**src/rtl/adder_sub_arbiter.sv**
```systemverilog
// adder_sub_arbiter
// Two-requester round-robin front end for a shared adder_sub datapath.
// One operation is in flight at a time. The flow is IDLE (grant/accept), then
// EXEC (drive adder_sub and wait for out_en), then RESP (one-cycle response
// pulse). The round-robin pointer flips after every served request.
//
// Ports
//   clk, reset                     clock, synchronous active-high reset
//   reqN_valid/ready               request handshake, N = 0,1 (ready is combinational)
//   reqN_a, reqN_b, reqN_op, reqN_cin  operands, op (0 = add, 1 = sub), carry-in
//   rspN_valid/data/carry/err      registered one-cycle response, zero when not valid
//   as_a, as_b, as_add_en, as_sub_en, as_carry_in  registered drive into adder_sub
//   as_data_out, as_carry_out, as_out_en           result returned by adder_sub
module adder_sub_arbiter #(
    parameter int WIDTH   = 8,
    parameter int TIMEOUT = 4
) (
    input  logic             clk,
    input  logic             reset,
    input  logic             req0_valid,
    output logic             req0_ready,
    input  logic [WIDTH-1:0] req0_a,
    input  logic [WIDTH-1:0] req0_b,
    input  logic             req0_op,
    input  logic             req0_cin,
    input  logic             req1_valid,
    output logic             req1_ready,
    input  logic [WIDTH-1:0] req1_a,
    input  logic [WIDTH-1:0] req1_b,
    input  logic             req1_op,
    input  logic             req1_cin,
    output logic             rsp0_valid,
    output logic [WIDTH-1:0] rsp0_data,
    output logic             rsp0_carry,
    output logic             rsp0_err,
    output logic             rsp1_valid,
    output logic [WIDTH-1:0] rsp1_data,
    output logic             rsp1_carry,
    output logic             rsp1_err,
    output logic [WIDTH-1:0] as_a,
    output logic [WIDTH-1:0] as_b,
    output logic             as_add_en,
    output logic             as_sub_en,
    output logic             as_carry_in,
    input  logic [WIDTH-1:0] as_data_out,
    input  logic             as_carry_out,
    input  logic             as_out_en
);

    localparam int CNT_W = (TIMEOUT > 1) ? $clog2(TIMEOUT) : 1;
    localparam logic [CNT_W-1:0] CNT_LAST = CNT_W'(TIMEOUT - 1);

    typedef enum logic [1:0] {
        ST_IDLE = 2'd0,
        ST_EXEC = 2'd1,
        ST_RESP = 2'd2
    } state_t;

    state_t             state_r;
    state_t             state_next_s;
    logic               prio_r;
    logic               grant_r;
    logic [CNT_W-1:0]   cnt_r;

    logic               grant_id_s;
    logic               accept_s;
    logic [WIDTH-1:0]   sel_a_s;
    logic [WIDTH-1:0]   sel_b_s;
    logic               sel_op_s;
    logic               sel_cin_s;
    logic               exec_last_s;

    logic [WIDTH-1:0]   as_a_r;
    logic [WIDTH-1:0]   as_b_r;
    logic               as_add_en_r;
    logic               as_sub_en_r;
    logic               as_carry_in_r;

    logic               rsp0_valid_r;
    logic [WIDTH-1:0]   rsp0_data_r;
    logic               rsp0_carry_r;
    logic               rsp0_err_r;
    logic               rsp1_valid_r;
    logic [WIDTH-1:0]   rsp1_data_r;
    logic               rsp1_carry_r;
    logic               rsp1_err_r;

    // Grant selection and payload mux; readys are suppressed while reset is asserted.
    always_comb begin
        grant_id_s = 1'b0;
        if (req0_valid && req1_valid) begin
            grant_id_s = prio_r;
        end else if (req1_valid) begin
            grant_id_s = 1'b1;
        end else begin
            grant_id_s = 1'b0;
        end

        accept_s = (!reset) && (state_r == ST_IDLE) && (req0_valid || req1_valid);

        if (grant_id_s) begin
            sel_a_s   = req1_a;
            sel_b_s   = req1_b;
            sel_op_s  = req1_op;
            sel_cin_s = req1_cin;
        end else begin
            sel_a_s   = req0_a;
            sel_b_s   = req0_b;
            sel_op_s  = req0_op;
            sel_cin_s = req0_cin;
        end

        // EXEC ends on a datapath answer or on the last allowed wait cycle.
        exec_last_s = (state_r == ST_EXEC) && (as_out_en || (cnt_r == CNT_LAST));
    end

    assign req0_ready = accept_s & ~grant_id_s;
    assign req1_ready = accept_s &  grant_id_s;

    // Next-state decode for the IDLE -> EXEC -> RESP sequence.
    always_comb begin
        state_next_s = state_r;
        case (state_r)
            ST_IDLE: begin
                if (accept_s) begin
                    state_next_s = ST_EXEC;
                end else begin
                    state_next_s = ST_IDLE;
                end
            end
            ST_EXEC: begin
                if (exec_last_s) begin
                    state_next_s = ST_RESP;
                end else begin
                    state_next_s = ST_EXEC;
                end
            end
            ST_RESP: begin
                state_next_s = ST_IDLE;
            end
            default: begin
                state_next_s = ST_IDLE;
            end
        endcase
    end

    // State register.
    always_ff @(posedge clk) begin
        if (reset) begin
            state_r <= ST_IDLE;
        end else begin
            state_r <= state_next_s;
        end
    end

    // Operand latch, datapath drive, wait counter, response capture and priority pointer.
    always_ff @(posedge clk) begin
        if (reset) begin
            prio_r        <= 1'b0;
            grant_r       <= 1'b0;
            cnt_r         <= '0;
            as_a_r        <= '0;
            as_b_r        <= '0;
            as_add_en_r   <= 1'b0;
            as_sub_en_r   <= 1'b0;
            as_carry_in_r <= 1'b0;
            rsp0_valid_r  <= 1'b0;
            rsp0_data_r   <= '0;
            rsp0_carry_r  <= 1'b0;
            rsp0_err_r    <= 1'b0;
            rsp1_valid_r  <= 1'b0;
            rsp1_data_r   <= '0;
            rsp1_carry_r  <= 1'b0;
            rsp1_err_r    <= 1'b0;
        end else begin
            case (state_r)
                ST_IDLE: begin
                    if (accept_s) begin
                        // The as_* registers double as the operand latch for the whole EXEC phase.
                        grant_r       <= grant_id_s;
                        cnt_r         <= '0;
                        as_a_r        <= sel_a_s;
                        as_b_r        <= sel_b_s;
                        as_carry_in_r <= sel_cin_s;
                        as_add_en_r   <= ~sel_op_s;
                        as_sub_en_r   <= sel_op_s;
                    end
                end
                ST_EXEC: begin
                    if (exec_last_s) begin
                        as_a_r        <= '0;
                        as_b_r        <= '0;
                        as_carry_in_r <= 1'b0;
                        as_add_en_r   <= 1'b0;
                        as_sub_en_r   <= 1'b0;
                        cnt_r         <= '0;
                        // A timeout forces data/carry to zero and flags err.
                        if (grant_r) begin
                            rsp1_valid_r <= 1'b1;
                            rsp1_data_r  <= as_out_en ? as_data_out : '0;
                            rsp1_carry_r <= as_out_en & as_carry_out;
                            rsp1_err_r   <= ~as_out_en;
                        end else begin
                            rsp0_valid_r <= 1'b1;
                            rsp0_data_r  <= as_out_en ? as_data_out : '0;
                            rsp0_carry_r <= as_out_en & as_carry_out;
                            rsp0_err_r   <= ~as_out_en;
                        end
                    end else begin
                        cnt_r <= cnt_r + CNT_W'(1);
                    end
                end
                ST_RESP: begin
                    prio_r       <= ~grant_r;
                    rsp0_valid_r <= 1'b0;
                    rsp0_data_r  <= '0;
                    rsp0_carry_r <= 1'b0;
                    rsp0_err_r   <= 1'b0;
                    rsp1_valid_r <= 1'b0;
                    rsp1_data_r  <= '0;
                    rsp1_carry_r <= 1'b0;
                    rsp1_err_r   <= 1'b0;
                end
                default: begin
                    cnt_r <= '0;
                end
            endcase
        end
    end

    assign as_a        = as_a_r;
    assign as_b        = as_b_r;
    assign as_add_en   = as_add_en_r;
    assign as_sub_en   = as_sub_en_r;
    assign as_carry_in = as_carry_in_r;

    assign rsp0_valid  = rsp0_valid_r;
    assign rsp0_data   = rsp0_data_r;
    assign rsp0_carry  = rsp0_carry_r;
    assign rsp0_err    = rsp0_err_r;
    assign rsp1_valid  = rsp1_valid_r;
    assign rsp1_data   = rsp1_data_r;
    assign rsp1_carry  = rsp1_carry_r;
    assign rsp1_err    = rsp1_err_r;

endmodule

```
**config.mk**
```make
export PLATFORM = sky130hd
export DESIGN_NAME = adder_sub_arbiter
export DESIGN_NICKNAME = d
export VERILOG_FILES = /design/src/rtl/adder_sub_arbiter.sv
export SDC_FILE = /design/constraint.sdc
export NUM_CORES = 1
export LEC_CHECK = 0
export ABC_AREA = 0
export BUFFER_PORTS_ARGS = -buffer_cell sky130_fd_sc_hd__buf_4
export CORE_MARGIN = 3
export CORE_UTILIZATION = 39
export DETAILED_ROUTE_END_ITERATION = 12
export PLACE_DENSITY = 0.69
export SETUP_SLACK_MARGIN = 0.05
export SYNTH_ARGS = -nofsm -noshare
export SYNTH_HDL_FRONTEND = slang
export SYNTH_SLANG_ARGS = --single-unit
```
**constraint.sdc**
```tcl
create_clock -name clk -period 1.8 [get_ports clk]
set_input_delay 0.09 -clock clk [delete_from_list [all_inputs] [get_ports clk]]
set_output_delay 0.09 -clock clk [all_outputs]
set_load 0.02 [all_outputs]
```
Word level (Yosys, flattened, before mapping)

Index checks and enable logic that the tools add are counted.
Widths: inputs -> output; s select.

Bits in registers: 47
Latch bits: 0
RAM bits: 0
Bits in read-only memories: 0
Input port bits: 50
Output and inout port bits: 43
Word-level logic and storage cells: 97
Memories kept: 0

$add $sub $neg: 1
Multiply operators: 0
Div/mod/pow operators: 0
Order comparisons: 0
Eq/ne operators: 7
Shift operators: 0
Multiplexer cells: 49
Bitwise logic cells: 8
Reduce and logical (&&, ||, !) cells: 15

Operators by type and width:

| operator            | number |
|---|---|
| $mux 8              | 10 |
| $pmux 8 s2          | 4 |
| $mux 1              | 21 |
| $pmux 1 s2          | 9 |
| $reduce_and 3->1    | 3 |
| $ne 2x2->1 const B  | 4 |
| $mux 2              | 3 |
| $pmux 2 s3          | 1 |
| $not 1->1           | 5 |
| $eq 2x2->1 const B  | 2 |
| $logic_and 1x1->1   | 4 |
| $pmux 2 s2          | 1 |
| $reduce_and 2->1    | 2 |
| $reduce_bool 2->1   | 2 |
| $and 1x1->1         | 3 |
| $add 2x1->2 const B | 1 |
| $eq 2x1->1 const B  | 1 |
| $logic_not 2->1     | 1 |
| $logic_or 1x1->1    | 2 |
| $logic_not 1->1     | 1 |

Logic depth before layout (Yosys ltp)

Depth in word-level cells: 6
Depth in mapped cells: 6
Gate-level depth less buffers: 5

Least setup slack after synthesis

No wires, ideal clock.

Kind: register to output
Start point: register state_r[0]
End point: output req0_ready
Arrival: 1.406 ns
Data required time: 1.710 ns
Setup slack: 0.304 ns
Stages on the path, launching flop included: 6
Cell sequence: dfxtp_1 > o21bai_1 > or3_4 > buf_6 > buf_6 > nor2_1

Cells in the longest elaborated chain, start to end: 4

Ends and longest elaborated chain:

| item                           | line | RTL |
|---|---|---|
| start, declared                | 59   | `state_t state_r;` |
| start signal, assigned         | 152  | `state_r <= state_next_s;` |
| $logic_not 2->1                | 99   | `accept_s = (!reset) && (state_r == ST_IDLE) && (req0_valid \|\| req1_valid);` |
| $logic_and 1x1->1 (2 in a row) | 99   |  |
| $and 1x1->1                    | 117  | `assign req0_ready = accept_s & ~grant_id_s;` |
| end, declared                  | 21   | `output logic req0_ready,` |

Every way passes these cells.

Worst setup path in the final report

Start point: register state_r[0]
End point: output req1_ready

Cells in the longest elaborated chain, start to end: 4

Ends and longest elaborated chain:

| item                           | line | RTL |
|---|---|---|
| $logic_not 2->1                | 99   |  |
| $logic_and 1x1->1 (2 in a row) | 99   |  |
| $and 1x1->1                    | 118  | `assign req1_ready = accept_s & grant_id_s;` |
| end, declared                  | 27   | `output logic req1_ready,` |

Every way passes these cells.

==> flow_summary_export.csv <==
group,metric,value,unit
final_layout,syn2layout_area_growth,46.23,%
route,first_iter_violations,143,
power_and_ir_drop,switching_power,662.4,uW
clock_network,cts_sinks,47,
global_routing,grt_antenna_before_repair,0,
synth,syn_nets,267,
die,die_w,76.59,um
timing,fin_tns_setup,0,ns
global_routing,top_usage_layer,"met2",
die,rows,25,
route,remaining_drc_errors,0,
timing,tightest_slew,0.4594,ns
setup_path,startpoint_type,"flop",
synth,async_flop_share,0,
final_layout,final_common_cell,"buf_4",
synth,synth_top_area_cell,"dfxtp_1",
final_layout,layout_common_cells,"buf_4 (102), dfxtp_1 (47), nand2_1 (44)",
timing,setup_viol,0,
setup_path,crit_type,"flop to output port",
route,ant_nets,0,
global_routing,overflow,0,
die,start_util,0.4087,
setup_path,endpoint_kind,"output port",
run_status,outcome,"complete, no violations",
power_and_ir_drop,switching_share,0.2701,
global_routing,grt_max_degree,23,
timing,fin_crit,1.647,ns
global_routing,grt_first_pass_wirelength,9411,um
clock_network,cts_max_level,2,
clock_network,clk_pin_slew,0.08,ns
synth,ys.flop_type,"dfxtp_1",
route,wirelength,5723,um
die,core,4755,um2
synth,netlist_area,1943,um2
power_and_ir_drop,p_int,1790,uW
power_and_ir_drop,ir_drop,0.5887,mV
clock_network,cts_hold_buf,0,
power_and_ir_drop,p_seq_frac,0.465,
die,io_pins,93,
synth,synthesis.instances,216,
route,vias_per_cell,5.281,
synth,syn_area_per_cell,8.996,um2
route,detail_route.wl_per_cell,15.18,um
final_layout,final_util,0.5976,
power_and_ir_drop,clkPwrFrac,0.328,
synth,synth-seq-cells,47,
global_routing,track_usage,0.1984,
power_and_ir_drop,p_per_area,863.1,nW/um2
final_layout,drive_gt1_frac,0.4065,
synth,synth_top_cell_area_share,0.4842,
placement,port_buffers,92,
timing,rsz0062_at_grt,"false",
min_path,hold_class,"primary input to flop",
timing,slew_headroom,0.6933,
timing,maxSlewViolCount,0,
route,vias,1991,
setup_path,critPathArrivalTime,1.56,ns
synth,synth_edf_count,0,
route,drt_pass1_iterations,4,
synth,yosysSeqAreaShare,0.4842,
placement,dp_slack,0.2850,ns
synth,synth_cell_types,36,
final_layout,nets,360,
power_and_ir_drop,power,2453,uW
die,fp.dieH,76.59,um
timing,final_hold_viol_count,0,
global_routing,met2_usage,0.3243,
clock_network,cts_made_buffers,5,
timing,setup_slack,0.1534,ns
global_routing,grt_pass1_vias,1878,
synth,synthTopCellsByArea,"dfxtp_1 (48%), nand2_1 (8.5%), a21oi_1 (8.2%)",
global_routing,grtUsageMet1,0.2659,
timing,fin_crit_sh,0.9148,
die,die-area,5865,um2
synth,ys.warnings.count,0,
setup_path,critPathMaxFanout,6,
clock_network,clockBufferDepth,2,
power_and_ir_drop,comb_power_share,0.207,
final_layout,num_antenna_cells,0,
global_routing,met3_usage,0.04137,
placement,gp_congestion,0.7404,
setup_path,worstPathRequired,1.71,ns
clock_network,cts_root_buf,"clkbuf_8",
final_layout,n_fill_cell,458,
clock_network,insertion_delay,0.30,ns
clock_network,cts_tree,"done",
timing,clock_skew,0.01078,ns
placement,hpwl,4033,um
power_and_ir_drop,p_leak,0.001232,uW
timing,max_freq,607.3,MHz
run,drv_cap,0,
## cell usage after synthesis (2+ instances only)
cell type  number
nand2b_1        2
dfxtp_1        47
a22o_1          9
nand2_1        44
mux2_2          2
buf_2           7
a221oi_1       11
clkbuf_1        8
nand4_1         9
nor2_1         12
a21oi_1        32
a221oi_2        6
o21ai_0         3
buf_6           2
## sequential cells by signal, indices dropped and copies added, names as in the netlist, 2 cells and up
signal and flops:
state_r 2, rsp0_data 8, rsp1_data 8, as_a 8, cnt_r 2, as_b 8
## power by group through the flow
stage               registers (uW)  logic [uW]  clock network [uW]
finish                        1140         507                 805
global route                  1150         551                 868
CTS                           1140         506                 819
detailed placement            1160         494                   0
global placement              1160         486                   0
floorplan                     1230         207                   0
## cells by family (layout without fill, tap and decap cells)
logic type | after synthesis | after routing | share of synthesized area
adders and majority gates | 1 | 1 | 0.006438
AOI/OAI and AO/OA | 68 | 68 | 0.2556
and+or+nand+nor | 79 | 81 | 0.1932
muxes | 2 | 2 | 0.01159
buffers and inverters | 19 | 111 | 0.04893
DFF | 47 | 47 | 0.4842
## worst max-delay path: stages, from the launching register on
cell,delay [ns]
dfxtp_1,0.34
o21bai_2,0.25
or3_4,0.40
nor2_1,0.12
buf_4,0.15
## path summary, 6_finish.rpt
path / end / startpoint / cells after the start / slack (ns)
setup / recovery: req1_ready / state_r[0] / 4 / 0.15
setup reg to reg: as_a[2] / state_r[0] / 4 / 0.20
hold / removal: rsp0_carry / as_carry_out / 2 / 0.02
hold reg to reg: rsp1_data[0] / rsp1_data[0] / 2 / 0.46
## routing by layer
metal  share of wire  wire, um
met5               0         0
met4           0.011        65
met3           0.058       334
met2            0.49      2785
met1            0.44      2537
## final cells by class
cell class | instances | area, um2 | area share
Sequential cell | 47 | 940.9 | 0.3311
Multi-Input combinational cell | 152 | 929.6 | 0.3272
Timing Repair Buffer | 102 | 765.7 | 0.2695
Tap cell | 67 | 83.83 | 0.02950
Clock buffer | 6 | 82.58 | 0.02906
Clock inverter | 2 | 35.03 | 0.01233
Inverter | 1 | 3.754 | 0.001321
## timing repair
item | in CTS | in global routing
setup endpoints to repair | 2 | 15
gates resized for setup | 0 | 2
buffers inserted | 1 | 0
endpoints found under the hold margin | 0 | 0
pin swaps | 1 | 0
cloned | 2 | 0
## stage by stage
| stage | area [um2] | instances | hold slack [ns] |
|---|---|---|---|
| final | 2841 | 377 | 0.02480 |
| after global routing | 2841 | 377 | 0.02315 |
| after CTS | 2834 | 377 | 0.02000 |
| after detailed placement | 2694 | 366 | 0.3272 |
| after global placement | 2694 | 366 | 0.3249 |
| after floorplan | 1943 | 216 | 0.2230 |
(Power assumes the default switching activity.)
